--- config.mk ---
export PLATFORM = sky130hd
export DESIGN_NAME = rv_branch_unit_flat
export DESIGN_NICKNAME = d
export VERILOG_FILES = /design/src/rtl/rv_branch_unit_if.sv /design/src/rtl/rv_branch_unit.sv /design/src/flat_wrapper.sv
export SDC_FILE = /design/constraint.sdc
export NUM_CORES = 1
export LEC_CHECK = 0
export ABC_AREA = 1
export BUFFER_PORTS_ARGS = -buffer_cell sky130_fd_sc_hd__buf_2
export CORE_ASPECT_RATIO = 1.4
export CORE_UTILIZATION = 50
export CTS_CLUSTER_DIAMETER = 120
export DETAILED_ROUTE_END_ITERATION = 10
export PLACE_DENSITY = 0.74
export SLEW_MARGIN = 30
export SYNTH_ARGS = -nofsm -noshare
export SYNTH_HDL_FRONTEND = slang
export SYNTH_SLANG_ARGS = --single-unit
--- constraint.sdc ---
create_clock -name clk_i -period 10.7 [get_ports clk_i]
set_input_delay 1.07 -clock clk_i [delete_from_list [all_inputs] [get_ports clk_i]]
set_output_delay 1.07 -clock clk_i [all_outputs]
set_load 0.02 [all_outputs]
--- src/rtl/rv_branch_unit_if.sv ---
// Execute-stage branch unit port bundle: branch request, resolution, fetch-side
// BHT lookup and performance counters.
interface rv_branch_unit_if #(
  parameter int XLEN  = 64,
  parameter int CNT_W = 32
);
  logic             valid_i;
  logic [2:0]       funct3_i;
  logic [XLEN-1:0]  rs1_i;
  logic [XLEN-1:0]  rs2_i;
  logic [XLEN-1:0]  pc_i;
  logic [XLEN-1:0]  imm_i;
  logic             pred_taken_i;
  logic             kill_i;
  logic [XLEN-1:0]  fetch_pc_i;
  logic             fetch_pred_o;
  logic             res_valid_o;
  logic             taken_o;
  logic             mispredict_o;
  logic [XLEN-1:0]  redirect_pc_o;
  logic [CNT_W-1:0] branch_cnt_o;
  logic [CNT_W-1:0] mispred_cnt_o;

  modport master (
    output valid_i, funct3_i, rs1_i, rs2_i, pc_i, imm_i, pred_taken_i, kill_i, fetch_pc_i,
    input  fetch_pred_o, res_valid_o, taken_o, mispredict_o, redirect_pc_o,
           branch_cnt_o, mispred_cnt_o
  );

  modport slave (
    input  valid_i, funct3_i, rs1_i, rs2_i, pc_i, imm_i, pred_taken_i, kill_i, fetch_pc_i,
    output fetch_pred_o, res_valid_o, taken_o, mispredict_o, redirect_pc_o,
           branch_cnt_o, mispred_cnt_o
  );
endinterface

--- src/rtl/rv_branch_unit.sv ---
// RV conditional branch resolution with one-cycle registered result, a 2-bit
// saturating-counter BHT for fetch prediction and saturating perf counters.
module rv_branch_unit #(
  parameter int         XLEN      = 64,
  parameter int         BHT_DEPTH = 64,
  parameter int         CNT_W     = 32,
  parameter logic [1:0] BHT_INIT  = 2'b01
) (
  input logic         clk_i,
  input logic         rst_i,
  rv_branch_unit_if.slave bif
);

  localparam int IDX_W = $clog2(BHT_DEPTH);
  localparam logic [XLEN-1:0] INSN_BYTES = XLEN'(4);

  function automatic logic [CNT_W-1:0] sat_inc(input logic [CNT_W-1:0] c);
    return (&c) ? c : c + CNT_W'(1);
  endfunction

  function automatic logic [1:0] bht_next(input logic [1:0] c, input logic taken);
    if (taken) return (c == 2'b11) ? c : c + 2'b01;
    else       return (c == 2'b00) ? c : c - 2'b01;
  endfunction

  logic signed [XLEN-1:0] rs1_s, rs2_s;
  logic                   eq, lt_s, lt_u;
  logic                   cond, legal, accept, mispred;
  logic [XLEN-1:0]        target, fallthru;
  logic [IDX_W-1:0]       upd_idx, fetch_idx;

  assign rs1_s = bif.rs1_i;
  assign rs2_s = bif.rs2_i;
  assign eq    = (bif.rs1_i == bif.rs2_i);
  assign lt_s  = (rs1_s < rs2_s);
  assign lt_u  = (bif.rs1_i < bif.rs2_i);

  always_comb begin
    cond  = 1'b0;
    legal = 1'b1;
    case (bif.funct3_i)
      3'b000:  cond = eq;
      3'b001:  cond = !eq;
      3'b100:  cond = lt_s;
      3'b101:  cond = !lt_s;
      3'b110:  cond = lt_u;
      3'b111:  cond = !lt_u;
      default: legal = 1'b0;
    endcase
  end

  assign accept   = bif.valid_i & ~bif.kill_i & legal;
  assign mispred  = cond ^ bif.pred_taken_i;
  assign target   = bif.pc_i + bif.imm_i;
  assign fallthru = bif.pc_i + INSN_BYTES;

  assign upd_idx   = bif.pc_i[IDX_W+1:2];
  assign fetch_idx = bif.fetch_pc_i[IDX_W+1:2];

  // Only the index bits of the fetch PC matter for the lookup.
  logic unused_fetch_bits;
  assign unused_fetch_bits = ^{bif.fetch_pc_i[XLEN-1:IDX_W+2], bif.fetch_pc_i[1:0]};

  // ---- stage p1: registered resolution and counters ----
  logic             vld_p1, taken_p1, mispred_p1;
  logic [XLEN-1:0]  redirect_pc_p1;
  logic [CNT_W-1:0] branch_cnt_p1, mispred_cnt_p1;

  always_ff @(posedge clk_i or posedge rst_i) begin
    if (rst_i) begin
      vld_p1         <= 1'b0;
      taken_p1       <= 1'b0;
      mispred_p1     <= 1'b0;
      redirect_pc_p1 <= '0;
      branch_cnt_p1  <= '0;
      mispred_cnt_p1 <= '0;
    end else begin
      vld_p1     <= accept;
      taken_p1   <= accept & cond;
      mispred_p1 <= accept & mispred;
      if (accept) begin
        redirect_pc_p1 <= cond ? target : fallthru;
        branch_cnt_p1  <= sat_inc(branch_cnt_p1);
        if (mispred) mispred_cnt_p1 <= sat_inc(mispred_cnt_p1);
      end
    end
  end

  // Reads see the pre-update entry when fetch and update share an index.
  logic [1:0] bht [BHT_DEPTH];

  always_ff @(posedge clk_i or posedge rst_i) begin
    if (rst_i) begin
      for (int i = 0; i < BHT_DEPTH; i++) bht[i] <= BHT_INIT;
    end else if (accept) begin
      bht[upd_idx] <= bht_next(bht[upd_idx], cond);
    end
  end

  assign bif.fetch_pred_o  = bht[fetch_idx][1];
  assign bif.res_valid_o   = vld_p1;
  assign bif.taken_o       = taken_p1;
  assign bif.mispredict_o  = mispred_p1;
  assign bif.redirect_pc_o = redirect_pc_p1;
  assign bif.branch_cnt_o  = branch_cnt_p1;
  assign bif.mispred_cnt_o = mispred_cnt_p1;

endmodule

--- src/flat_wrapper.sv ---
// flat-port wrapper written by rule: the top's interface ports become plain ports
module rv_branch_unit_flat 
#(
  parameter int         XLEN      = 64,
  parameter int         BHT_DEPTH = 64,
  parameter int         CNT_W     = 32,
  parameter logic [1:0] BHT_INIT  = 2'b01
)
  (clk_i, rst_i, bif_valid_i, bif_funct3_i, bif_rs1_i, bif_rs2_i, bif_pc_i, bif_imm_i, bif_pred_taken_i, bif_kill_i, bif_fetch_pc_i, bif_fetch_pred_o, bif_res_valid_o, bif_taken_o, bif_mispredict_o, bif_redirect_pc_o, bif_branch_cnt_o, bif_mispred_cnt_o);
  rv_branch_unit_if #(.XLEN(XLEN), .CNT_W(CNT_W)) bif_i ();
  input logic clk_i;
  input logic rst_i;
  input wire logic [$bits(bif_i.valid_i)-1:0] bif_valid_i;
  input wire logic [$bits(bif_i.funct3_i)-1:0] bif_funct3_i;
  input wire logic [$bits(bif_i.rs1_i)-1:0] bif_rs1_i;
  input wire logic [$bits(bif_i.rs2_i)-1:0] bif_rs2_i;
  input wire logic [$bits(bif_i.pc_i)-1:0] bif_pc_i;
  input wire logic [$bits(bif_i.imm_i)-1:0] bif_imm_i;
  input wire logic [$bits(bif_i.pred_taken_i)-1:0] bif_pred_taken_i;
  input wire logic [$bits(bif_i.kill_i)-1:0] bif_kill_i;
  input wire logic [$bits(bif_i.fetch_pc_i)-1:0] bif_fetch_pc_i;
  output wire logic [$bits(bif_i.fetch_pred_o)-1:0] bif_fetch_pred_o;
  output wire logic [$bits(bif_i.res_valid_o)-1:0] bif_res_valid_o;
  output wire logic [$bits(bif_i.taken_o)-1:0] bif_taken_o;
  output wire logic [$bits(bif_i.mispredict_o)-1:0] bif_mispredict_o;
  output wire logic [$bits(bif_i.redirect_pc_o)-1:0] bif_redirect_pc_o;
  output wire logic [$bits(bif_i.branch_cnt_o)-1:0] bif_branch_cnt_o;
  output wire logic [$bits(bif_i.mispred_cnt_o)-1:0] bif_mispred_cnt_o;
  assign bif_i.valid_i = bif_valid_i;
  assign bif_i.funct3_i = bif_funct3_i;
  assign bif_i.rs1_i = bif_rs1_i;
  assign bif_i.rs2_i = bif_rs2_i;
  assign bif_i.pc_i = bif_pc_i;
  assign bif_i.imm_i = bif_imm_i;
  assign bif_i.pred_taken_i = bif_pred_taken_i;
  assign bif_i.kill_i = bif_kill_i;
  assign bif_i.fetch_pc_i = bif_fetch_pc_i;
  assign bif_fetch_pred_o = bif_i.fetch_pred_o;
  assign bif_res_valid_o = bif_i.res_valid_o;
  assign bif_taken_o = bif_i.taken_o;
  assign bif_mispredict_o = bif_i.mispredict_o;
  assign bif_redirect_pc_o = bif_i.redirect_pc_o;
  assign bif_branch_cnt_o = bif_i.branch_cnt_o;
  assign bif_mispred_cnt_o = bif_i.mispred_cnt_o;
  rv_branch_unit #(.XLEN(XLEN), .BHT_DEPTH(BHT_DEPTH), .CNT_W(CNT_W), .BHT_INIT(BHT_INIT)) u_core (.clk_i(clk_i), .rst_i(rst_i), .bif(bif_i));
endmodule
==> After elaboration in Yosys (flattened, before gate mapping) <==
Cells that the tools add are included.
W data, S select, Z words.
{ "totals": {"register_bits": 259, "inputBits": 328, "out_inout_bits": 132, "elab_cells": 125} }
{ "op_classes": {"add_sub_neg": 6, "n_lt_le_gt_ge": 5, "n_eq_ne": 7, "muxes": 16, "bitwise": 10, "n_reduce_logical": 11} }
{ "ops": {"columns": ["op", "n"], "rows": [
  ["$bwmux W128", 1],
  ["$lt A64 B64 Y1", 2],
  ["$add A32 B1 Y32 const B", 2],
  ["$add A64 B3 Y64 const B", 1],
  ["$add A64 B64 Y64", 1],
  ["$eq A64 B64 Y1", 1],
  ["$mux W64", 1],
  ["$reduce_and A32 Y1", 2],
  ["$bmux W2 S6", 2],
  ["$mux W2", 9],
  ["$ge A7 B7 Y1 const B", 2],
  ["$not A6 Y7", 2],
  ["$demux W2 S6", 1],
  ["$eq A3 B3 Y1 const B", 4],
  ["$lt A7 B1 Y1 const B", 1],
  ["$pmux W1 S6", 1],
  ["$reduce_or A6 Y1", 1],
  ["$and A1 B1 Y1", 4],
  ["$eq A3 B1 Y1 const B", 1],
  ["$logic_not A1 Y1", 3],
  ["$logic_not A3 Y1", 1],
  ["$not A1 Y1", 3],
  ["$reduce_and A3 Y1", 1],
  ["$add A2 B1 Y2 const B", 1],
  ["7 further kinds", 7]
]} }

==> Longest topological paths before layout <==
{ "logic_depth": {"ltp_word": 9, "ltp_mapped": 25, "ltp_nobuf": 23} }

==> Worst setup path after synthesis <==
OpenSTA, ideal clock, no wires.
{ "synth_path": {"kind": "input to output", "startpoint": "input port bif_fetch_pc_i[2]", "endpoint": "output port bif_fetch_pred_o", "arrival_ns": 2.523, "t_required_ns": 9.630, "slack_ns": 7.107, "cell_stages": 7, "n_path_buf": 1, "path_cell_list": "inv_1 -> clkbuf_1 -> nor2_1 -> o22ai_1 -> nor2_1 -> o221a_2 -> o31ai_1"} }
{ "synth_between": {"elab_chain_len": 4} }
{ "synth_rtl": {"columns": ["element", "line", "text"], "rows": [
  ["start: declaration", "flat_wrapper.sv:21", "input wire logic [$bits(bif_i.fetch_pc_i)-1:0] bif_fetch_pc_i;"],
  ["$not A6 Y7 (not written as such)", "rv_branch_unit.sv:100", "assign bif.fetch_pred_o = bht[fetch_idx][1];"],
  ["$bmux W2 S6", "rv_branch_unit.sv:100", null],
  ["$mux W2 (not written as such) (2 in a row)", "rv_branch_unit.sv:100", null],
  ["end: declaration", "flat_wrapper.sv:22", "output wire logic [$bits(bif_i.fetch_pred_o)-1:0] bif_fetch_pred_o;"]
]} }
Every way passes these cells. The select of a mux whose other input is x is not followed.

==> Worst setup path in the final report <==
{ "layout_path": {"startpoint": "input port bif_rs2_i[63]", "endpoint": "register u_core.mispred_cnt_p1[10] (netlist: u_core.bif.mispred_cnt_o[10])"} }
{ "layout_between": {"elab_chain_len": 5, "word_cells_on_any_way": 9, "cone_classes": "order compare: 2; eq/ne: 1; mux: 1; bitwise: 1; reduce/logical: 4"} }
{ "layout_rtl": {"columns": ["element", "line", "text"], "rows": [
  ["start: declaration", "flat_wrapper.sv:16", "input wire logic [$bits(bif_i.rs2_i)-1:0] bif_rs2_i;"],
  ["$lt A64 B64 Y1 (tied with other cells)", "rv_branch_unit.sv:36", "assign lt_u = (bif.rs1_i < bif.rs2_i);"],
  ["$logic_not A1 Y1 (on tied branches)", "rv_branch_unit.sv:47, rv_branch_unit.sv:43, rv_branch_unit.sv:45", null],
  ["$pmux W1 S6 *", "rv_branch_unit.sv:41", "case (bif.funct3_i)"],
  ["$xor A1 B1 Y1 *", "rv_branch_unit.sv:53", "assign mispred = cond ^ bif.pred_taken_i;"],
  ["$reduce_and A3 Y1 (no line) *", null, null],
  ["end signal: assignment", "rv_branch_unit.sv:84", "if (mispred) mispred_cnt_p1 <= sat_inc(mispred_cnt_p1);"],
  ["end: declaration", "rv_branch_unit.sv:67", "logic [CNT_W-1:0] branch_cnt_p1, mispred_cnt_p1;"]
]} }
Mark *: on every way between the ends. The rest lies on a longest branch, timed or not.
A chain may end at the register's enable or synchronous reset.

==> out/metrics.yaml <==
via_per_inst: 5.68
post-route-period-util: 0.460
grt_max_degree: 140
ys_ff_latch: 259
synthArstFlopShare: 1.00
yosysWarnings: 0
wl_per_cell_um: 20.0
gp_congestion: 1.08
cts.repair.resized: 0
boundaryPins: 460
worstSetupPathType: "input port to flop"
fmax_mhz: 203
drcViolationCount: 0
start_util: 0.508
antenna_found_initial: 14
mostFrequentLayoutCell: "nand2_1"
switching_power_mw: 1.22
cts_sinks: 259
cts_tree: "yes"
setup_violations: 0
die_h_um: 247
synth_fp_nets: 3703
grt_first_pass_wirelength_um: 124000
htreeDepth: 1
p_seq_frac: 0.364
crit_path_start_kind: "input port"
cts_hold_buf: 0
cp_slowest_cell: "buf_4"
routed-via-count: 23700
first_global_vias: 22100
firstDrtPassIters: 6
hold_violations: 0
hp-class: "flop to flop"
finClkSkew_ns: 0.0253
fin_ws_ns: 5.78
crit_arrival_ns: 5.36
status: "finished, final reports clean"
clockPowerShare: 0.324
hold_slack_ns: 0.467
insertion_delay_ns: 0.58
ir_worst_vdd_v: 0.000135
p_leak_nw: 12.7
antenna_left: 0
syn-cell-area_um2: 21500
syn_area_per_cell_um2: 6.63
final_nets: 4061
cp_common_cell: "nand2_1"
hpwlAfterDp_um: 64900
layout_min_cycle_time_ns: 4.92
switching_share: 0.382
cpPeakStageDelay_ns: 0.71
place_area_um2: 23900
finalMaxSlewViolations: 0
path_clk_slew_ns: 0.06
dieArea_um2: 43800
worst_pin_slew_ns: 0.978
numCtsBuffers: 28
rsz0062_at_grt: "no"
track_usage: 0.372
postCtsSetupBuffers: 0
synth_cell_types: 55
combPwrFrac: 0.313
cp-end-kind: "flop"
ys_seq_area_frac: 0.305
layout_common_cells: "nand2_1, buf_2, inv_1"
slew_headroom: 0.348
grt-ovfl-total: 0
worst-path-max-fanout: 83
die_w_um: 177
core_area_um2: 42300
setup_tns_ns: 0
cts_root_buf: "clkbuf_16"
finalInstanceArea_um2: 24900
drive_gt1_frac: 0.158
pwr_density_cell_nw_per_um2: 129
routed_wl_um: 83700
synthFlopType: "dfrtp_1"
clk_path_buf_depth: 3
synthToLayoutAreaGrowth_pct: 15.8
dp_slack_ns: 5.25
intPower_mw: 1.98
io_buffers: 401
cap_violations: 0
netlist_instances: 3244
drt_iter0_drc: 1945
rows: 89
crit_required_ns: 11.14
synth_edf_count: 0
crit_chain: "buf_2 > inv_1 > ha_1 > a21oi_1 > o21ai_0 > nor2_1 > nand2_1 > a21oi_1 > nand2_1 > nand2_1 > nand3_1 > nand3_4 > buf_4 > nand2_1 > nand2_2 > nand3_2 > nand2_1 > nand2_1"
[metrics by stage]
stage	instances	total power, mW	util
CTS	4170	3.20	0.588
global route	4174	3.34	0.588
global placement	4118	2.16	0.565
detailed placement	4118	2.16	0.565
floorplan	3244	1.78	-
finish	4178	3.20	0.588
[layout make-up]
| class | instances | area (um2) |
|---|---|---|
| Tap cell | 546 | 683 |
| Sequential cell | 259 | 6560 |
| Inverter | 402 | 1520 |
| Timing Repair Buffer | 417 | 2130 |
| Clock inverter | 14 | 155 |
| Antenna cell | 8 | 20.0 |
| Fill cell | 4303 | 17400 |
| Clock buffer | 38 | 818 |
| Multi-Input combinational cell | 2494 | 13000 |
[worst max-delay path, delay by kind of cell]
kind / cells / cell delay (ns)
buf+inv: 3 / 0.88
compound gates: 3 / 0.56
simple gates: 11 / 2.44
fa+ha+maj: 1 / 0.37
[sequential cells by signal, indices dropped and copies added (netlist names)]
register,count
u_core.bif.redirect_pc_o,64
u_core.bif.branch_cnt_o,32
u_core.bht,128
u_core.bif.mispred_cnt_o,32
u_core.bif.mispredict_o,1
u_core.bif.taken_o,1
u_core.bif.res_valid_o,1
[power groups by stage]
stage / logic [mW] / registers (mW) / clock network, mW
2_1_floorplan: 0.525 / 1.26 / 0
3_3_place_gp: 0.981 / 1.18 / 0
3_5_place_dp: 0.986 / 1.18 / 0
4_1_cts: 0.990 / 1.16 / 1.05
5_1_grt: 1.08 / 1.17 / 1.08
6_report: 1.00 / 1.16 / 1.04
[cells in the mapped netlist, types with 4 or more instances]
library cell	number	area, um2
ha_1	130	1630
nor3_1	98	490
nor2_1	374	1400
o211ai_1	4	30.0
a21oi_1	207	1040
nor4_1	17	106
buf_2	37	185
nand2_1	920	3450
nor2_2	5	31.3
buf_4	8	60.1
o21ai_0	133	666
clkbuf_1	35	131
xnor2_1	48	420
nand4_1	94	588
a21boi_0	4	30.0
a22oi_1	13	97.6
nand3_2	4	40.0
nand2_2	9	56.3
inv_2	7	26.3
a31oi_1	24	150
o21bai_1	8	60.1
xor2_1	121	1060
o22ai_1	15	93.8
and3_1	7	43.8
dfstp_2	64	1680
a221oi_1	11	96.3
dfrtp_1	195	4880
nand3_1	208	1040
inv_1	394	1480
buf_1	6	22.5
[cell families (layout without fill, tap and decap cells)]
family | count (synthesis) | in the layout | synth area share
buffers and inverters | 491 | 871 | 0.0903
and+or+nand+nor | 1753 | 1753 | 0.345
adders and majority gates | 131 | 131 | 0.0766
xor gates and xnor gates | 169 | 169 | 0.0689
AOI/OAI and AO/OA | 441 | 441 | 0.114
other | 0 | 8 | 0
DFF | 259 | 259 | 0.305
[worst paths after layout]
check	cells past startpoint	to	slack, ns	from
min in group asynchronous	2	u_core.bif.branch_cnt_o[19]	0.62	rst_i
max in group asynchronous	3	u_core.bif.redirect_pc_o[32]	8.92	rst_i
min	2	u_core.bht[22]	0.47	u_core.bht[22]
min reg2reg	2	u_core.bht[22]	0.47	u_core.bht[22]
max reg2reg	13	u_core.bht[106]	7.97	u_core.bht[12]
max	18	u_core.bif.mispred_cnt_o[10]	5.78	bif_rs2_i[63]
[layer usage]
metal | up-vias | wire length, um | part of all wire | track usage
li1 | 11300 | - | - | -
met1 | 10900 | 31700 | 0.38 | 0.451
met2 | 1212 | 39600 | 0.47 | 0.622
met3 | 259 | 6910 | 0.083 | 0.0535
met4 | 14 | 5450 | 0.065 | 0.226
met5 | - | 100 | 0.0012 | 0
Power figures use the tool's default switching activity.
